<file path="config.mk">
export PLATFORM = sky130hd
export DESIGN_NAME = seq_mult_32bit
export DESIGN_NICKNAME = d
export VERILOG_FILES = /design/src/rtl/mult_pkg.sv /design/src/rtl/cla_32bit.sv /design/src/rtl/seq_mult_32bit.sv
export SDC_FILE = /design/constraint.sdc
export NUM_CORES = 1
export LEC_CHECK = 0
export CAP_MARGIN = 20
export CORE_MARGIN = 1.5
export CORE_UTILIZATION = 48
export DETAILED_ROUTE_END_ITERATION = 10
export GPL_TIMING_DRIVEN = 0
export PLACE_DENSITY = 0.72
export SLEW_MARGIN = 20
export SYNTH_ARGS = -nofsm -noshare
export SYNTH_HDL_FRONTEND = slang
export SYNTH_SLANG_ARGS = --single-unit
</file>
<file path="constraint.sdc">
create_clock -name clk -period 4.5 [get_ports clk]
set_clock_uncertainty 0.15 [all_clocks]
set_input_delay 0.675 -clock clk [delete_from_list [all_inputs] [get_ports clk]]
set_output_delay 0.675 -clock clk [all_outputs]
set_load 0.005 [all_outputs]
</file>
<file path="src/rtl/mult_pkg.sv">
// Shared definitions for the sequential multiplier: widths, state encoding, carry recovery.
// No logic of its own; imported by seq_mult_32bit.
package mult_pkg;

  localparam int MULT_WIDTH = 32;
  localparam int MULT_CNT_W = 6;

  localparam logic [1:0] ST_IDLE = 2'd0;
  localparam logic [1:0] ST_RUN  = 2'd1;
  localparam logic [1:0] ST_DONE = 2'd2;

  typedef enum logic [1:0] {
    S_IDLE = ST_IDLE,
    S_RUN  = ST_RUN,
    S_DONE = ST_DONE
  } mult_state_t;

  // The adder has no carry-out port; rebuild it from the operand and sum MSBs.
  function automatic logic carry_out(input logic x_msb, input logic y_msb, input logic s_msb);
    return (x_msb & y_msb) | ((x_msb ^ y_msb) & ~s_msb);
  endfunction

endpackage

</file>
<file path="src/rtl/cla_32bit.sv">
// 32-bit carry-lookahead adder: 4-bit lookahead groups chained by group generate/propagate.
// Purely combinational, zero latency, no flow control.
module cla_32bit (
  input  logic [31:0] a,
  input  logic [31:0] b,
  input  logic        c_in,
  output logic [31:0] sum
);

  logic [31:0] g;
  logic [31:0] p;
  logic [31:0] c;
  logic [7:0]  gg;
  logic [7:0]  gp;
  logic        cy;

  always_comb begin
    g   = a & b;
    p   = a ^ b;
    c   = '0;
    gg  = '0;
    gp  = '0;
    cy  = c_in;
    for (int k = 0; k < 8; k++) begin
      c[4*k]   = cy;
      c[4*k+1] = g[4*k] | (p[4*k] & cy);
      c[4*k+2] = g[4*k+1] | (p[4*k+1] & g[4*k]) | (p[4*k+1] & p[4*k] & cy);
      c[4*k+3] = g[4*k+2] | (p[4*k+2] & g[4*k+1]) | (p[4*k+2] & p[4*k+1] & g[4*k])
               | (p[4*k+2] & p[4*k+1] & p[4*k] & cy);
      gg[k]    = g[4*k+3] | (p[4*k+3] & g[4*k+2]) | (p[4*k+3] & p[4*k+2] & g[4*k+1])
               | (p[4*k+3] & p[4*k+2] & p[4*k+1] & g[4*k]);
      gp[k]    = &p[4*k +: 4];
      cy       = gg[k] | (gp[k] & cy);
    end
    sum = p ^ c;
  end

endmodule

</file>
<file path="src/rtl/seq_mult_32bit.sv">
// Unsigned 32x32->64 shift-and-add multiplier, one add per clock; optional SEQ_MULT_ZERO_BYPASS_EN.
// Latency 33 cycles start-to-done (1 with bypass on a zero operand); start ignored while busy.
module seq_mult_32bit
  import mult_pkg::*;
#(
  parameter int WIDTH = MULT_WIDTH,
  parameter int CNT_W = MULT_CNT_W
) (
  input  logic                 clk,
  input  logic                 rst_n,
  input  logic                 start,
  input  logic [WIDTH-1:0]     a,
  input  logic [WIDTH-1:0]     b,
  output logic                 busy,
  output logic                 done,
  output logic [2*WIDTH-1:0]   product
);

  localparam logic [CNT_W-1:0] LAST_ITER = CNT_W'(WIDTH - 1);

  mult_state_t          state;
  logic [WIDTH-1:0]     mcand;
  logic [WIDTH-1:0]     hi;
  logic [WIDTH-1:0]     lo;
  logic [CNT_W-1:0]     cnt;
  logic [WIDTH-1:0]     addend;
  logic [WIDTH-1:0]     sum;
  logic                 co;
  logic [2*WIDTH-1:0]   shifted;

  assign addend = lo[0] ? mcand : '0;

  cla_32bit u_cla (
    .a    (hi),
    .b    (addend),
    .c_in (1'b0),
    .sum  (sum)
  );

  assign co      = carry_out(hi[WIDTH-1], addend[WIDTH-1], sum[WIDTH-1]);
  assign shifted = {co, sum, lo[WIDTH-1:1]};

  always_ff @(posedge clk or negedge rst_n) begin
    if (!rst_n) begin
      state   <= S_IDLE;
      mcand   <= '0;
      hi      <= '0;
      lo      <= '0;
      cnt     <= '0;
      busy    <= 1'b0;
      done    <= 1'b0;
      product <= '0;
    end else begin
      case (state)
        S_RUN: begin
          {hi, lo} <= shifted;
          cnt      <= cnt + CNT_W'(1);
          if (cnt == LAST_ITER) begin
            product <= shifted;
            state   <= S_DONE;
            busy    <= 1'b0;
            done    <= 1'b1;
          end
        end
        default: begin
          // DONE behaves like IDLE so a new start in the done cycle runs back-to-back.
          done <= 1'b0;
          busy <= 1'b0;
          if (start) begin
            mcand <= a;
            lo    <= b;
            hi    <= '0;
            cnt   <= '0;
`ifdef SEQ_MULT_ZERO_BYPASS_EN
            if (a == '0 || b == '0) begin
              product <= '0;
              state   <= S_DONE;
              done    <= 1'b1;
            end else begin
              state <= S_RUN;
              busy  <= 1'b1;
            end
`else
            state <= S_RUN;
            busy  <= 1'b1;
`endif
          end else begin
            state <= S_IDLE;
          end
        end
      endcase
    end
  end

endmodule
</file>
==> results.yml, run 1 <==
status:
  outcome: "finished, final reports clean"
logic_synthesis:
  syn-cell-area_mm2: 0.00825
  async_flop_share_pct: 100
  synth.top_cell.area_share_pct: 51.0
  synth_nets: 918
  syn-instance-count: 810
  ys.flop_type: "dfrtp_1"
  synth_largest_area_cell: "dfrtp_1"
  synth_area_leaders: "dfrtp_1 (51%), nand2_1 (8.7%), o21ai_0 (5.4%)"
  synth-seq-cells: 168
  yosys_warnings: 0
  synth_seq_area_share_pct: 51.0
  syn_area_per_cell_um2: 10.2
  ys_types: 56
  synth_edf_count: 0
clock_network:
  cts_tree: "yes"
  htree_levels: 4
  clk_pin_slew_ns: 0.07
  cts_sinks: 168
  cts_hold_buf: 0
  root_buffer: "clkbuf_16"
  clock_latency_ns: 0.44
  cts_setup_buffers: 0
  cts_buffers: 17
  clockBufferDepth: 2
setup_path:
  r2r_end: "hi[28]$_DFFE_PN0P_"
  criticalPathCategory: "reg -> reg"
  cp_cell_sequence: "clkbuf_1, and2_1, ha_1, a21o_1, a221o_1, nor4_4, a21oi_2, o2111ai_2, a21oi_1, or2_1, fa_1, xnor2_1, o21ai_0"
  cp-end-kind: "register"
  cp_max_fo: 10
  critPathSlowestCell: "dfrtp_1"
  r2r_cells: 13
  ff2ff_setup_slack_ns: 0.33
  cp_slowest_stage_delay_ns: 0.46
  crit_path_start_kind: "register"
  rr_startpoint: "lo[0]$_DFFE_PN0P_"
  cp.required_ns: 4.63
  worstPathArrival_ns: 4.30
sta:
  min_period_over_period_pct: 92.6
  fin_hold_ws_ns: 0.0523
  rsz0062_at_grt: "no"
  max_freq_mhz: 240
  tns_ns: 0
  period_needed_ns: 4.17
  tightest_slew_ns: 0.716
  finalSetupViolations: 0
  timing.final.max_slew_violations: 0
  final-hold-violation-count: 0
  maxSlewHeadroom_pct: 52.3
floorplan:
  core-area_mm2: 0.0167
  dieWidth_um: 134
  rows: 47
  fp.dieArea_mm2: 0.0180
  die_h_um: 134
  top_level_ports: 133
  initial_core_util_pct: 49.4
routing:
  vias: 6381
  totalWireLength_mm: 20.1
  via_per_inst: 5.34
  drt_iter0_markers: 585
  wl_per_cell_um: 16.8
  drtPass1Iterations: 7
  drc: 0
  antenna_left: 0
layout:
  nFillCells: 1438
  drive_above_1_share_pct: 8.92
  fin_cells: 1195
  multi_input_area_mm2: 0.00378
  syn_to_final_growth_pct: 26.9
  num_antenna_cells: 0
  final-seq-area_mm2: 0.00420
  nets: 1070
placed_design:
  routabilityCongestion: 0.861
  place_hpwl_mm: 14.2
  io_buffers: 132
  place_inst: 1163
power_and_ir_drop:
  power.density_mw_per_mm2: 678
  vdd_drop_max_mv: 0.352
  finalPower_uw: 7090
  leakage_uw: 0.00491
job:
  drv_cap: 0
global_routing:
  antenna_found_initial: 0
  grt_start_max_net_pins: 88
  grt_pass1_vias: 6375
  grt_pass1_wl_mm: 33.0
  grt_usage_pct: 23.7
  globalRouteOverflowTotal: 0
worst_hold_path:
  min_path_type: "in -> async"
[logic make-up (layout without fill, tap and decap cells)]
| logic type | Yosys count | count (layout) | share of synthesized area, % |
|---|---|---|---|
| flip-flops | 168 | 168 | 51.0 |
| AND/OR/NAND/NOR | 304 | 304 | 17.5 |
| AO/OA/AOI/OAI | 149 | 149 | 10.7 |
| XOR/XNOR | 20 | 20 | 2.12 |
| buffers and inverters | 63 | 228 | 3.22 |
| multiplexers | 65 | 65 | 8.38 |
| adder cells (fa/ha/maj) | 41 | 41 | 7.04 |
[layout make-up]
cell class                      count  area share (%)
Sequential cell                   168            40.2
Multi-Input combinational cell    579            36.1
Timing Repair Buffer              133            12.9
Clock buffer                       18            4.20
Tap cell                          220            2.63
Buffer                             43            1.83
Clock inverter                     14            1.43
Inverter                           20           0.717
[power breakdown]
| part | total, uW | internal [uW] | switching [uW] |
|---|---|---|---|
| combinational | 2950 | 1440 | 1500 |
| sequential | 2680 | 2230 | 449 |
| clock | 1470 | 834 | 632 |
[through the flow]
step / setup WS, ns / util [%] / cell area [um2]
2_1_floorplan: 0.972 / - / 8250
3_3_place_gp: -4.36 / 58.9 / 9840
3_5_place_dp: 0.265 / 59.1 / 9870
4_1_cts: 0.221 / 62.7 / 10500
5_1_grt: 0.0438 / 62.7 / 10500
6_report: 0.334 / 62.7 / 10500
[cells in the mapped netlist, types with 7 or more instances]
| library cell | number |
|---|---|
| a21o_1 | 12 |
| a21oi_1 | 14 |
| and2_1 | 25 |
| clkbuf_1 | 31 |
| dfrtp_1 | 168 |
| fa_1 | 9 |
| ha_1 | 32 |
| inv_1 | 20 |
| mux2_2 | 32 |
| mux2i_1 | 33 |
| nand2_1 | 192 |
| nand3b_1 | 23 |
| nor2_1 | 14 |
| o21ai_0 | 89 |
| o21ai_1 | 7 |
| or3_1 | 10 |
| xor2_1 | 15 |
[state kept, by name, summed over array words and instances, names as in the netlist]
| register | count |
|---|---|
| lo | 32 |
| product | 64 |
| hi | 32 |
| cnt | 6 |
| done | 1 |
| state | 1 |
| mcand | 32 |
[worst max path at each step]
stage                            from  slack, ns                      end
finish              lo[0]$_DFFE_PN0P_       0.33       hi[28]$_DFFE_PN0P_
global route        lo[0]$_DFFE_PN0P_       0.04       hi[28]$_DFFE_PN0P_
CTS                 lo[0]$_DFFE_PN0P_       0.22       hi[28]$_DFFE_PN0P_
detailed placement  lo[0]$_DFFE_PN0P_       0.27       hi[28]$_DFFE_PN0P_
global placement                rst_n      -4.36    mcand[14]$_DFFE_PN0P_
floorplan           lo[0]$_DFFE_PN0P_       0.97  product[60]$_DFFE_PN0P_
[critical path: cells and delay by family (launching register included)]
| kind | cells | cell delay [ns] |
|---|---|---|
| flip-flops | 1 | 0.46 |
| adder cells (fa/ha/maj) | 2 | 0.71 |
| buffers and inverters | 1 | 0.44 |
| AO/OA/AOI/OAI | 6 | 1.27 |
| AND/OR/NAND/NOR | 3 | 0.78 |
| XOR/XNOR | 1 | 0.20 |
[cell usage in the layout (no fill, tap or decap), types with 23 or more instances in the layout]
cell type and n:
nand2_1 192, clkdlybuf4s50_1 131, mux2i_1 33, clkbuf_1 30, dfrtp_1 168, ha_1 32, mux2_2 32, o21ai_0 89
nand3b_1 23, and2_1 25
[per-layer routing]
metal	GRT usage, %	wire, um	vias to the layer above
met2	37.4	9600	150
li1	-	-	3089
met1	33.1	9340	3108
met5	0	0	-
met3	3.25	694	34
met4	9.92	505	0
[what timing repair did]
action	in CTS	in global routing
resized for setup	0	2
hold endpoints to repair	0	0
endpoints found under the setup margin	0	4
(Power assumes the default switching activity.)
==> run 2, diff against run 1 <==
--- a/config.mk
+++ b/config.mk
@@ -10,7 +10,7 @@
 export CORE_UTILIZATION = 48
 export DETAILED_ROUTE_END_ITERATION = 10
 export GPL_TIMING_DRIVEN = 0
-export PLACE_DENSITY = 0.72
+export PLACE_DENSITY = 0.75
 export SLEW_MARGIN = 20
 export SYNTH_ARGS = -nofsm -noshare
 export SYNTH_HDL_FRONTEND = slang
==> constraint.sdc (replaced) <==
create_clock -name clk -period 3.5 [get_ports clk]
set_clock_uncertainty 0.15 [all_clocks]
set_input_delay 0.525 -clock clk [delete_from_list [all_inputs] [get_ports clk]]
set_output_delay 0.525 -clock clk [all_outputs]
set_load 0.005 [all_outputs]
==> run 2 against run 1 <==
  * Worst setup slack got worse by 0.35 ns
  * Sequential power is 29% higher
  * Cell area rose by 2.7%
  * Count of clock-buffer cells in the layout increased by 4
  * Via count rose by 2.3%
  * Sequential cell count unchanged
  * Register-to-register slack worse by 0.35 ns
  * Combinational power increased by 40%
  * Core utilization up 1.7 points
  * Hold slack improved by 0.27 ns
  * Clock power rose by 21%
  * The run now ends with negative setup slack left
  * Critical path depth down 1
==> results.yml, run 2 (same netlist as run 1, synthesis figures left out) <==
status:
  outcome: "complete, but fails checks"
  violations: "negative setup slack"
clock_network:
  root_buffer: "clkbuf_16"
  clockBufferDepth: 2
  cts_sinks: 168
  cts_buffers: 17
  htree_levels: 4
  cts_tree: "yes"
  clock_latency_ns: 0.43
  clk_pin_slew_ns: 0.06
sta:
  final-hold-violation-count: 0
  maxSlewHeadroom_pct: 49.9
  layout_setup_ws_ns: -0.0167
  period_needed_ns: 3.52
  tns_ns: -0.0167
  rsz0062_at_grt: "yes"
  tightest_slew_ns: 0.752
  finalSetupViolations: 1
  min_period_over_period_pct: 100
  timing.final.max_slew_violations: 0
  max_freq_mhz: 284
setup_path:
  ff2ff_setup_slack_ns: -0.02
  r2r_end: "hi[20]$_DFFE_PN0P_"
  cp-end-kind: "register"
  crit_path_start_kind: "register"
  crit_buf_inv: 3
  rr_startpoint: "lo[0]$_DFFE_PN0P_"
  r2r_cells: 12
  cp_cell_sequence: "buf_6, and2_1, ha_2, nand4_1, buf_4, nor3_2, a22oi_2, a21oi_1, inv_1, fa_1, xor2_1, o21ai_0"
  worstPathArrival_ns: 3.65
  cp_slowest_stage_delay_ns: 0.48
  crit_family: "adder cells"
  cp.required_ns: 3.63
  criticalPathCategory: "reg -> reg"
  critPathSlowestCell: "dfrtp_2"
  cp_max_fo: 10
routing:
  via_per_inst: 5.40
  vias: 6529
  antenna_left: 0
  wl_per_cell_um: 17.3
  drtPass1Iterations: 5
  drt_iter0_markers: 628
  totalWireLength_mm: 20.9
  drc: 0
power_and_ir_drop:
  leakage_uw: 0.00501
  finalPower_uw: 9390
  vdd_drop_max_mv: 0.507
  power.density_mw_per_mm2: 874
global_routing:
  grt_pass1_vias: 6562
  globalRouteOverflowTotal: 0
  grt_start_max_net_pins: 91
  grt_usage_pct: 24.0
  grt_pass1_wl_mm: 33.7
  met3_usage_pct: 3.67
  busiest_layer: "met2"
  use_met1_pct: 33.1
  antenna_found_initial: 0
  grtUsageMet2_pct: 38.3
floorplan:
  top_level_ports: 133
  initial_core_util_pct: 49.4
  fp.dieArea_mm2: 0.0180
  rows: 47
  die_h_um: 134
  dieWidth_um: 134
  core-area_mm2: 0.0167
layout:
  final_cell_mix: "nand2_1 (190), dfrtp_1 (167), clkdlybuf4s50_1 (131)"
  largest_register_ffs: 64
  nFillCells: 1388
  largest_register: "product"
  nets: 1087
  final_common_cell: "nand2_1"
  drive_above_1_share_pct: 12.3
  design_area_mm2: 0.0107
  num_antenna_cells: 0
  syn_to_final_growth_pct: 30.3
placed_design:
  place_hpwl_mm: 14.2
  io_buffers: 132
  pre_cts_ws_ns: -0.591
  place_area_mm2: 0.00988
  routabilityCongestion: 0.830
worst_hold_path:
  min_path_type: "reg -> reg"
  hold_start: "product[15]$_DFFE_PN0P_"
  min_delay_path_depth: 2
  hold-path-endpoint: "product[15]$_DFFE_PN0P_"
job:
  drv_cap: 0
==> run 2: repair_timing <==
action	in CTS	in global routing
pin swaps	8	19
gates resized for setup	20	20
hold endpoints to repair	78	0
buffers inserted	7	9
hold buffers	1	0
endpoints found under the setup margin	12	9
==> run 2: area by class of cell <==
class,instances,area (um2),area share [%]
clock buffer,22,474,4.41
buffer,43,230,2.14
sequential,168,4210,39.1
inverter,20,75.1,0.699
clock inverter,8,73.8,0.687
multi-input combinational,579,3920,36.4
tap,220,275,2.56
timing repair buffer,150,1500,13.9
==> run 2: tightest hold or removal path: cells and delay by family (launching register included) <==
family / cells / cell delay (ns)
flops: 1 / 0.34
simple gates: 2 / 0.11
==> run 2: through the flow <==
| stage | utilization (%) | hold slack, ns | cells |
|---|---|---|---|
| 2_1_floorplan | - | 0.0794 | 810 |
| 3_3_place_gp | 58.9 | 0.309 | 1162 |
| 3_5_place_dp | 59.1 | 0.312 | 1163 |
| 4_1_cts | 63.4 | 0.328 | 1201 |
| 5_1_grt | 64.3 | 0.344 | 1210 |
| 6_report | 64.3 | 0.323 | 1210 |
==> run 2: how the worst max path moves through the flow <==
| stage | startpoint | to | slack (ns) | cells after the start |
|---|---|---|---|---|
| final | lo[0]$_DFFE_PN0P_ | hi[20]$_DFFE_PN0P_ | -0.02 | 12 |
| after global routing | lo[0]$_DFFE_PN0P_ | product[52]$_DFFE_PN0P_ | -0.17 | 12 |
| after CTS | lo[0]$_DFFE_PN0P_ | hi[30]$_DFFE_PN0P_ | 0.0006 | 14 |
| after detailed placement | lo[0]$_DFFE_PN0P_ | hi[28]$_DFFE_PN0P_ | -0.59 | 13 |
| after global placement | rst_n | product[45]$_DFFE_PN0P_ | -5.22 | 1 |
| after floorplan | lo[0]$_DFFE_PN0P_ | product[60]$_DFFE_PN0P_ | 0.02 | 13 |
==> run 2: report_power, final <==
part / total [uW] / switching, uW / internal (uW)
sequential: 3470 / 595 / 2870
clock: 1780 / 760 / 1020
combinational: 4140 / 2050 / 2090
total: 9390 / 3410 / 5990
==> run 2: per-layer routing <==
| layer | vias to the layer above | wire, um |
|---|---|---|
| met3 | 33 | 770 |
| met2 | 158 | 10100 |
| met5 | - | 0 |
| met1 | 3231 | 9570 |
| met4 | 0 | 526 |
| li1 | 3107 | - |
